<file path="config.mk">
export PLATFORM = sky130hd
export DESIGN_NAME = rot_amt_detect
export DESIGN_NICKNAME = d
export VERILOG_FILES = /design/src/rtl/rot_pkg.sv /design/src/rtl/rot_match_cmp.sv /design/src/rtl/rot_amt_detect.sv
export SDC_FILE = /design/constraint.sdc
export NUM_CORES = 1
export LEC_CHECK = 0
export BUFFER_PORTS_ARGS = -buffer_cell sky130_fd_sc_hd__clkbuf_2
export CORE_MARGIN = 8
export CORE_UTILIZATION = 35
export CTS_CLUSTER_SIZE = 30
export DETAILED_ROUTE_END_ITERATION = 10
export PLACE_DENSITY_LB_ADDON = 0.25
export RECOVER_POWER = 50
export SYNTH_ARGS = -nofsm -noshare
export SYNTH_HDL_FRONTEND = slang
export SYNTH_SLANG_ARGS = --single-unit
</file>
<file path="constraint.sdc">
create_clock -name clk -period 3.3 [get_ports clk]
set_input_delay 0.825 -clock clk [delete_from_list [all_inputs] [get_ports clk]]
set_output_delay 0.825 -clock clk [all_outputs]
set_load 0.05 [all_outputs]
</file>
<file path="src/rtl/rot_pkg.sv">
// Shared types and constants for the rotation-amount detector.
// The optional masked compare is enabled by defining MATCH_MASK_EN.
package rot_pkg;

    localparam int W_DEF = 8;

    typedef enum logic [1:0] {
        IDLE   = 2'd0,
        SEARCH = 2'd1,
        DONE   = 2'd2
    } rot_state_e;

endpackage

</file>
<file path="src/rtl/rot_match_cmp.sv">
// Combinational W-bit equality between the rotated work word and the target.
// With MATCH_MASK_EN defined, only bit positions with m=1 take part.
module rot_match_cmp #(
    parameter int W = 8
) (
    input  logic [W-1:0] a,
    input  logic [W-1:0] b,
`ifdef MATCH_MASK_EN
    input  logic [W-1:0] m,
`endif
    output logic         eq
);

    // Bitwise difference, optionally gated by the compare mask
    always_comb begin
`ifdef MATCH_MASK_EN
        eq = (((a ^ b) & m) == {W{1'b0}});
`else
        eq = ((a ^ b) == {W{1'b0}});
`endif
    end

endmodule

</file>
<file path="src/rtl/rot_amt_detect.sv">
// Finds the smallest right-rotate amount k with rotr(a,k) == y by stepping one rotation per cycle.
// Defining MATCH_MASK_EN adds a per-bit compare mask latched alongside a and y.
module rot_amt_detect
    import rot_pkg::*;
#(
    parameter int W = W_DEF
) (
    input  logic                 clk,
    input  logic                 reset_n,
    input  logic                 start,
    input  logic [W-1:0]         a,
    input  logic [W-1:0]         y,
`ifdef MATCH_MASK_EN
    input  logic [W-1:0]         mask,
`endif
    output logic                 busy,
    output logic                 done,
    output logic                 found,
    output logic [$clog2(W)-1:0] amt
);

    localparam int AW = $clog2(W);
    localparam logic [AW-1:0] LAST_AMT = AW'(W - 1);

    rot_state_e    state_r;
    rot_state_e    state_nxt_s;
    logic [W-1:0]  work_r;
    logic [W-1:0]  y_r;
    logic [AW-1:0] count_r;
    logic [AW-1:0] amt_r;
    logic          found_r;
    logic          busy_r;
    logic          done_r;
    logic          match_s;
`ifdef MATCH_MASK_EN
    logic [W-1:0]  mask_r;
`endif

    function automatic logic [W-1:0] rotr1(input logic [W-1:0] v);
        return {v[0], v[W-1:1]};
    endfunction

    rot_match_cmp #(.W(W)) u_cmp (
        .a  (work_r),
        .b  (y_r),
`ifdef MATCH_MASK_EN
        .m  (mask_r),
`endif
        .eq (match_s)
    );

    // Next-state decode
    always_comb begin
        state_nxt_s = state_r;
        case (state_r)
            IDLE: begin
                if (start) state_nxt_s = SEARCH;
                else       state_nxt_s = IDLE;
            end
            SEARCH: begin
                if (match_s || (count_r == LAST_AMT)) state_nxt_s = DONE;
                else                                  state_nxt_s = SEARCH;
            end
            DONE:    state_nxt_s = IDLE;
            default: state_nxt_s = IDLE;
        endcase
    end

    // State register and registered status flags
    always_ff @(posedge clk or negedge reset_n) begin
        if (!reset_n) begin
            state_r <= IDLE;
            busy_r  <= 1'b0;
            done_r  <= 1'b0;
        end else begin
            state_r <= state_nxt_s;
            busy_r  <= (state_nxt_s == SEARCH);
            done_r  <= (state_nxt_s == DONE);
        end
    end

    // Operand capture, rotation walk and result registers
    always_ff @(posedge clk or negedge reset_n) begin
        if (!reset_n) begin
            work_r  <= {W{1'b0}};
            y_r     <= {W{1'b0}};
            count_r <= {AW{1'b0}};
            amt_r   <= {AW{1'b0}};
            found_r <= 1'b0;
`ifdef MATCH_MASK_EN
            mask_r  <= {W{1'b0}};
`endif
        end else begin
            case (state_r)
                IDLE: begin
                    if (start) begin
                        work_r  <= a;
                        y_r     <= y;
                        count_r <= {AW{1'b0}};
                        amt_r   <= {AW{1'b0}};
                        found_r <= 1'b0;
`ifdef MATCH_MASK_EN
                        mask_r  <= mask;
`endif
                    end
                end
                SEARCH: begin
                    if (match_s) begin
                        amt_r   <= count_r;
                        found_r <= 1'b1;
                    end else if (count_r == LAST_AMT) begin
                        amt_r   <= {AW{1'b0}};
                        found_r <= 1'b0;
                    end else begin
                        work_r  <= rotr1(work_r);
                        count_r <= count_r + AW'(1'b1);
                    end
                end
                default: begin
                end
            endcase
        end
    end

    assign busy  = busy_r;
    assign done  = done_r;
    assign found = found_r;
    assign amt   = amt_r;

endmodule

</file>
==> impl_metrics.tcl, run 1 <==
set metrics [dict create \
    relSlewSlack 0.0635 \
    grt_start_max_net_pins 28 \
    grt_pass1_vias 997 \
    clk_pin_slew_worst_paths_ps 140 \
    final_common_cell "dfrtp_1" \
    end_kind "register" \
    wire_per_inst_microns 12.9 \
    finalWirelength_mm 2.46 \
    mappedNetlistNets 141 \
    p_switching_uw 571 \
    max_stage_delay_ps 490 \
    final_cells 190 \
    ir_drop_v 0.000304 \
    cp-start-kind "register" \
    ctsHoldBuffers 0 \
    synthCells 120 \
    fin_worst_skew_ps 2.34 \
    fillers 351 \
    drive_gt1_frac 0.215 \
    route.detailed.drc 0 \
    grt_pass1_wl_mm 4.48 \
    htree_levels 1 \
    cts_root_buf "clkbuf_4" \
    crit_fanout 14 \
    clk_latency_ps 310 \
    hp-class "reg -> reg" \
    drt_iter0_markers 43 \
    n_antenna_cell 0 \
    track_usage 0.103 \
    synthDominantCellAreaShare 0.550 \
    swShare 0.420 \
    dieArea_sq_um 5660 \
    core-area_sq_um 3360 \
    vias 905 \
    clkPwrFrac 0.103 \
    drt-vias-per-instance 4.76 \
    std_cell_rows 21 \
    cts_tree "built" \
    cts_sinks 27 \
    post-cts-setup-buffer-count 0 \
    yosys.area.top_type "dfrtp_1" \
    slew_viol_final 0 \
    start_util 0.365 \
    critPathKind "reg -> reg" \
    cts.repair.resized 0 \
    period_needed_ps 1950 \
    avgSynthCellArea_sq_um 10.2 \
    synth_edf_count 0 \
    numPortBuffers 24 \
    ant_nets 0 \
    pwr_density_cell_nw_per_um2 958 \
    maxCapViolCount 0 \
    syn_to_final_growth_pct 15.4 \
    status "finished, final reports clean" \
    place_inst 186 \
    hpwl_mm 1.84 \
    ys_async_sr_fraction 1.00 \
    netlist_area_sq_um 1230 \
    gp_congestion 0.799 \
    synth_cell_types 23 \
    cp_slowest_cell "o21ai_2" \
    combPwrFrac 0.467 \
    cp_data_arrival_time_ps 2200 \
    dr.pass1.iters 4 \
    tightestPinTransition_ps 1400 \
    synth.top_cells.by_area "dfrtp_1, nand2_1, mux2i_1, xnor2_1, o21ai_0" \
    die_h_microns 75.3 \
    worstRegToRegCells 6 \
    fin_crit_sh 0.592 \
    grt_antenna_before_repair 0 \
    p_seq_frac 0.431 \
    io_pins 25 \
    final_util 0.422 \
    max_freq_mhz 512 \
    internal_power_uw 787 \
    cts_buffers 3 \
    fin_setup_tns_ps 0 \
    setup_violations 0 \
    holdWs_ps 494 \
    clockBufferDepth 2 \
    rsz0062_at_grt "false" \
    ys_ff_latch 27 \
    path_cells "xnor2_1 -> nand4_1 -> o21ai_2 -> and2_1 -> inv_2 -> mux2i_4" \
    grt_overflow 0 \
    ys_seq_area_frac 0.550 \
    min_path_cells 1 \
    leakage_uw 0.000723 \
    fp.dieW_microns 75.3 \
    hold_viol 0 \
    final_net_count 166 \
    required_ps 3550 \
    ys.flop_type "dfrtp_1" \
    yosys_warnings 0 \
    most-common-layout-cells "dfrtp_1, nand2_1, clkbuf_2" \
]
-- routing by layer --
metal  up-vias  share of wire  GRT usage
li1        451              -          -
met1       433           0.45      0.124
met2        19           0.49      0.175
met3         2          0.053     0.0213
met4         0         0.0061     0.0384
met5         -              0          0
-- power groups by stage --
stage	Combinational (uW)	Sequential, uW	Clock [uW]
detailed placement	652	594	0
floorplan	465	637	0
CTS	653	586	151
global placement	638	592	0
global route	733	609	159
finish	633	584	140
-- path summary, 6_finish.rpt --
path | from | endpoint | slack (ps)
setup / recovery | work_r[6] | count_r[0] | 1350
hold / removal | found | found | 490
setup reg to reg | work_r[6] | count_r[0] | 1350
hold reg to reg | found | found | 490
max in group asynchronous | reset_n | y_r[2] | 1680
min in group asynchronous | reset_n | amt[0] | 810
-- logic make-up after synthesis --
kind of cell,synth area share
AND/OR/NAND/NOR,0.161
flip-flops,0.550
AO/OA/AOI/OAI,0.0866
buffers and inverters,0.0418
multiplexers,0.0835
XOR/XNOR,0.0570
adder cells (fa/ha/maj),0.0204
-- registers in the layout (all words and copies together), names as in the netlist --
signal / flops
amt: 3
found: 1
state_r: 2
work_r: 8
y_r: 8
busy: 1
done: 1
count_r: 3
-- area by class of cell --
type | instances | area [sq um] | area share
sequential | 27 | 676 | 0.477
tap | 46 | 57.6 | 0.0406
timing repair buffer | 26 | 134 | 0.0944
multi-input combinational | 81 | 502 | 0.354
clock buffer | 4 | 26.3 | 0.0185
inverter | 6 | 22.5 | 0.0159
-- worst max-delay path, delay by kind of cell, from the launching register on --
kind / cells / cell delay, ps
buf+inv: 1 / 90
simple gates: 2 / 570
compound gates: 1 / 490
xor+xnor: 1 / 180
flops: 1 / 430
mux: 1 / 130
-- metrics by stage --
| stage | power [uW] | area, sq um | setup WS [ps] |
|---|---|---|---|
| 2_1_floorplan | 1100 | 1230 | 1740 |
| 3_3_place_gp | 1230 | 1390 | 1360 |
| 3_5_place_dp | 1250 | 1390 | 1310 |
| 4_1_cts | 1390 | 1420 | 1280 |
| 5_1_grt | 1500 | 1420 | 1080 |
| 6_report | 1360 | 1420 | 1350 |
-- cells in the mapped netlist, types with 2 or more instances --
master	number
dfrtp_1	27
nand2_1	25
o21ai_0	11
nand3_1	10
mux2i_1	8
xnor2_1	8
inv_1	5
a32o_1	3
clkbuf_1	3
nor2_1	3
and2_1	2
buf_2	2
ha_1	2
nand4_1	2
Note: power is estimated with default switching activity, not from simulation.
==> run 2, diff against run 1 <==
- clock period: 3.3 -> 1.8 ns (I/O delays scaled with it)
==> run 2 against run 1 <==
First-iteration DRC count fell by 35%. Fmax rose by 20%. Register-to-register slack got worse by 1200 ps. Combinational power rose by 91%. Cell area rose by 1.5%. Die area did not move. Final cell count rose by 1.6%. Largest cell class unchanged.
==> impl_metrics.tcl, run 2 (synthesis results as in run 1) <==
set metrics [dict create \
    status "finished, final reports clean" \
    final_net_count 169 \
    wire_per_inst_microns 13.2 \
    fin_worst_skew_ps 10.4 \
    cts_buffers 3 \
    cp-start-kind "register" \
    worstReg2RegEnd "work_r[4]" \
    crit_fanout 10 \
    dr_wl_met3_microns 145 \
    ir_drop_v 0.000879 \
    track_usage 0.106 \
    place_ws_ps 198 \
    m1WireLength_mm 1.14 \
    finalWirelength_mm 2.55 \
    grt_start_max_net_pins 28 \
    reg2reg_from "count_r[0]" \
    worstRegToRegCells 6 \
    slew_viol_final 0 \
    max_freq_mhz 617 \
    end_kind "register" \
    cts_sinks 27 \
    n_antenna_cell 0 \
    dieArea_sq_um 5660 \
    required_ps 2060 \
    route.detailed.drc 0 \
    drive_gt1_frac 0.238 \
    finalWorstSetupSlack_ps 178 \
    highest_layer "met4" \
    critPathKind "reg -> reg" \
    start_util 0.365 \
    cp_data_arrival_time_ps 1880 \
    most-common-layout-cells "dfrtp_1, nand2_1, clkbuf_2" \
    reg2reg_slack_ps 180 \
    cts_root_buf "clkbuf_4" \
    fp.dieW_microns 75.3 \
    fin_setup_tns_ps 0 \
    grt_overflow 0 \
    grt_pass1_wl_mm 4.55 \
    final_common_cell "dfrtp_1" \
    tightestPinTransition_ps 1430 \
    maxCapViolCount 0 \
    hold_path.startpoint "y[7]" \
    die_h_microns 75.3 \
    holdPathEnd "y_r[7]" \
    cts_tree "built" \
    hold_viol 0 \
    vias 903 \
    rsz0062_at_grt "false" \
    io_pins 25 \
    grt_pass1_vias 1023 \
    htree_levels 1 \
    clockBufferDepth 2 \
    ctsHoldBuffers 0 \
    syn_to_final_growth_pct 17.1 \
    dr.pass1.iters 2 \
    drt_iter0_markers 28 \
    numPortBuffers 24 \
    setup_violations 0 \
    post-cts-setup-buffer-count 0 \
    std_cell_rows 21 \
    relSlewSlack 0.0469 \
    fin_crit_sh 0.901 \
    period_needed_ps 1620 \
    routed-wl-met2_mm 1.25 \
    clk_latency_ps 340 \
    top_regs "work_r: 8 flops, y_r: 8 flops" \
    clk_pin_slew_worst_paths_ps 150 \
    pwr_density_cell_nw_per_um2 1770 \
    grt_antenna_before_repair 0 \
    min_path_cells 3 \
    drt-vias-per-instance 4.68 \
    leakage_uw 0.000740 \
    cts.repair.resized 0 \
    hpwl_mm 1.89 \
    gp_congestion 0.785 \
    core-area_sq_um 3360 \
    ant_nets 0 \
    hp-class "in -> reg" \
]
-- run 2: changes by cell type in the layout (fill, tap and decap cells not counted) --
| cell | change |
|---|---|
| clkbuf_1 | -1 |
| buf_4 | +2 |
| and2_1 | +1 |
| clkbuf_2 | +1 |
| and2_0 | -1 |
| clkinv_2 | +1 |
-- run 2: how the worst max path moves through the flow --
stage | from | end | slack [ps] | depth (start not counted)
finish | count_r[0] | work_r[4] | 180 | 6
floorplan | count_r[0] | count_r[0] | 240 | 8
global route | work_r[0] | work_r[1] | 20 | 5
detailed placement | count_r[0] | count_r[0] | 200 | 7
global placement | count_r[0] | count_r[0] | 220 | 7
CTS | count_r[0] | work_r[4] | 150 | 6
-- run 2: cell type report --
type,instances,area (sq um)
Fill cell,365,1920
Sequential cell,27,676
Clock buffer,3,22.5
Tap cell,46,57.6
Inverter,6,22.5
Timing Repair Buffer,29,154
Clock inverter,1,5.00
Multi-Input combinational cell,81,502
-- run 2: per-stage QoR --
stage | std cells | utilization | instance area (sq um) | total power, uW | hold slack [ps]
floorplan | 120 | - | 1230 | 2020 | 154
global placement | 189 | 0.421 | 1420 | 2300 | 463
detailed placement | 189 | 0.421 | 1420 | 2330 | 485
CTS | 193 | 0.429 | 1440 | 2600 | 131
global route | 193 | 0.428 | 1440 | 2790 | 268
finish | 193 | 0.428 | 1440 | 2550 | 290
-- run 2: per-layer routing --
metal / up-vias / GRT usage
li1: 451 / -
met1: 431 / 0.122
met2: 19 / 0.179
met3: 2 / 0.0360
met4: 0 / 0.0320
met5: - / 0
-- run 2: power breakdown --
| group | total (uW) | switching (uW) | internal (uW) | leakage [uW] |
|---|---|---|---|---|
| Combinational | 1210 | 692 | 515 | 0.000383 |
| Clock | 272 | 188 | 83.6 | 0.0000177 |
| Sequential | 1070 | 198 | 871 | 0.000340 |
| Total | 2550 | 1080 | 1470 | 0.000740 |
-- run 2: worst max-delay path, stage by stage, from the launching register on --
cell and delay [ps]:
dfrtp_1 460, ha_1 220, ha_1 200, nor2_1 130, o21ai_2 70, and2_1 260, o21ai_0 200
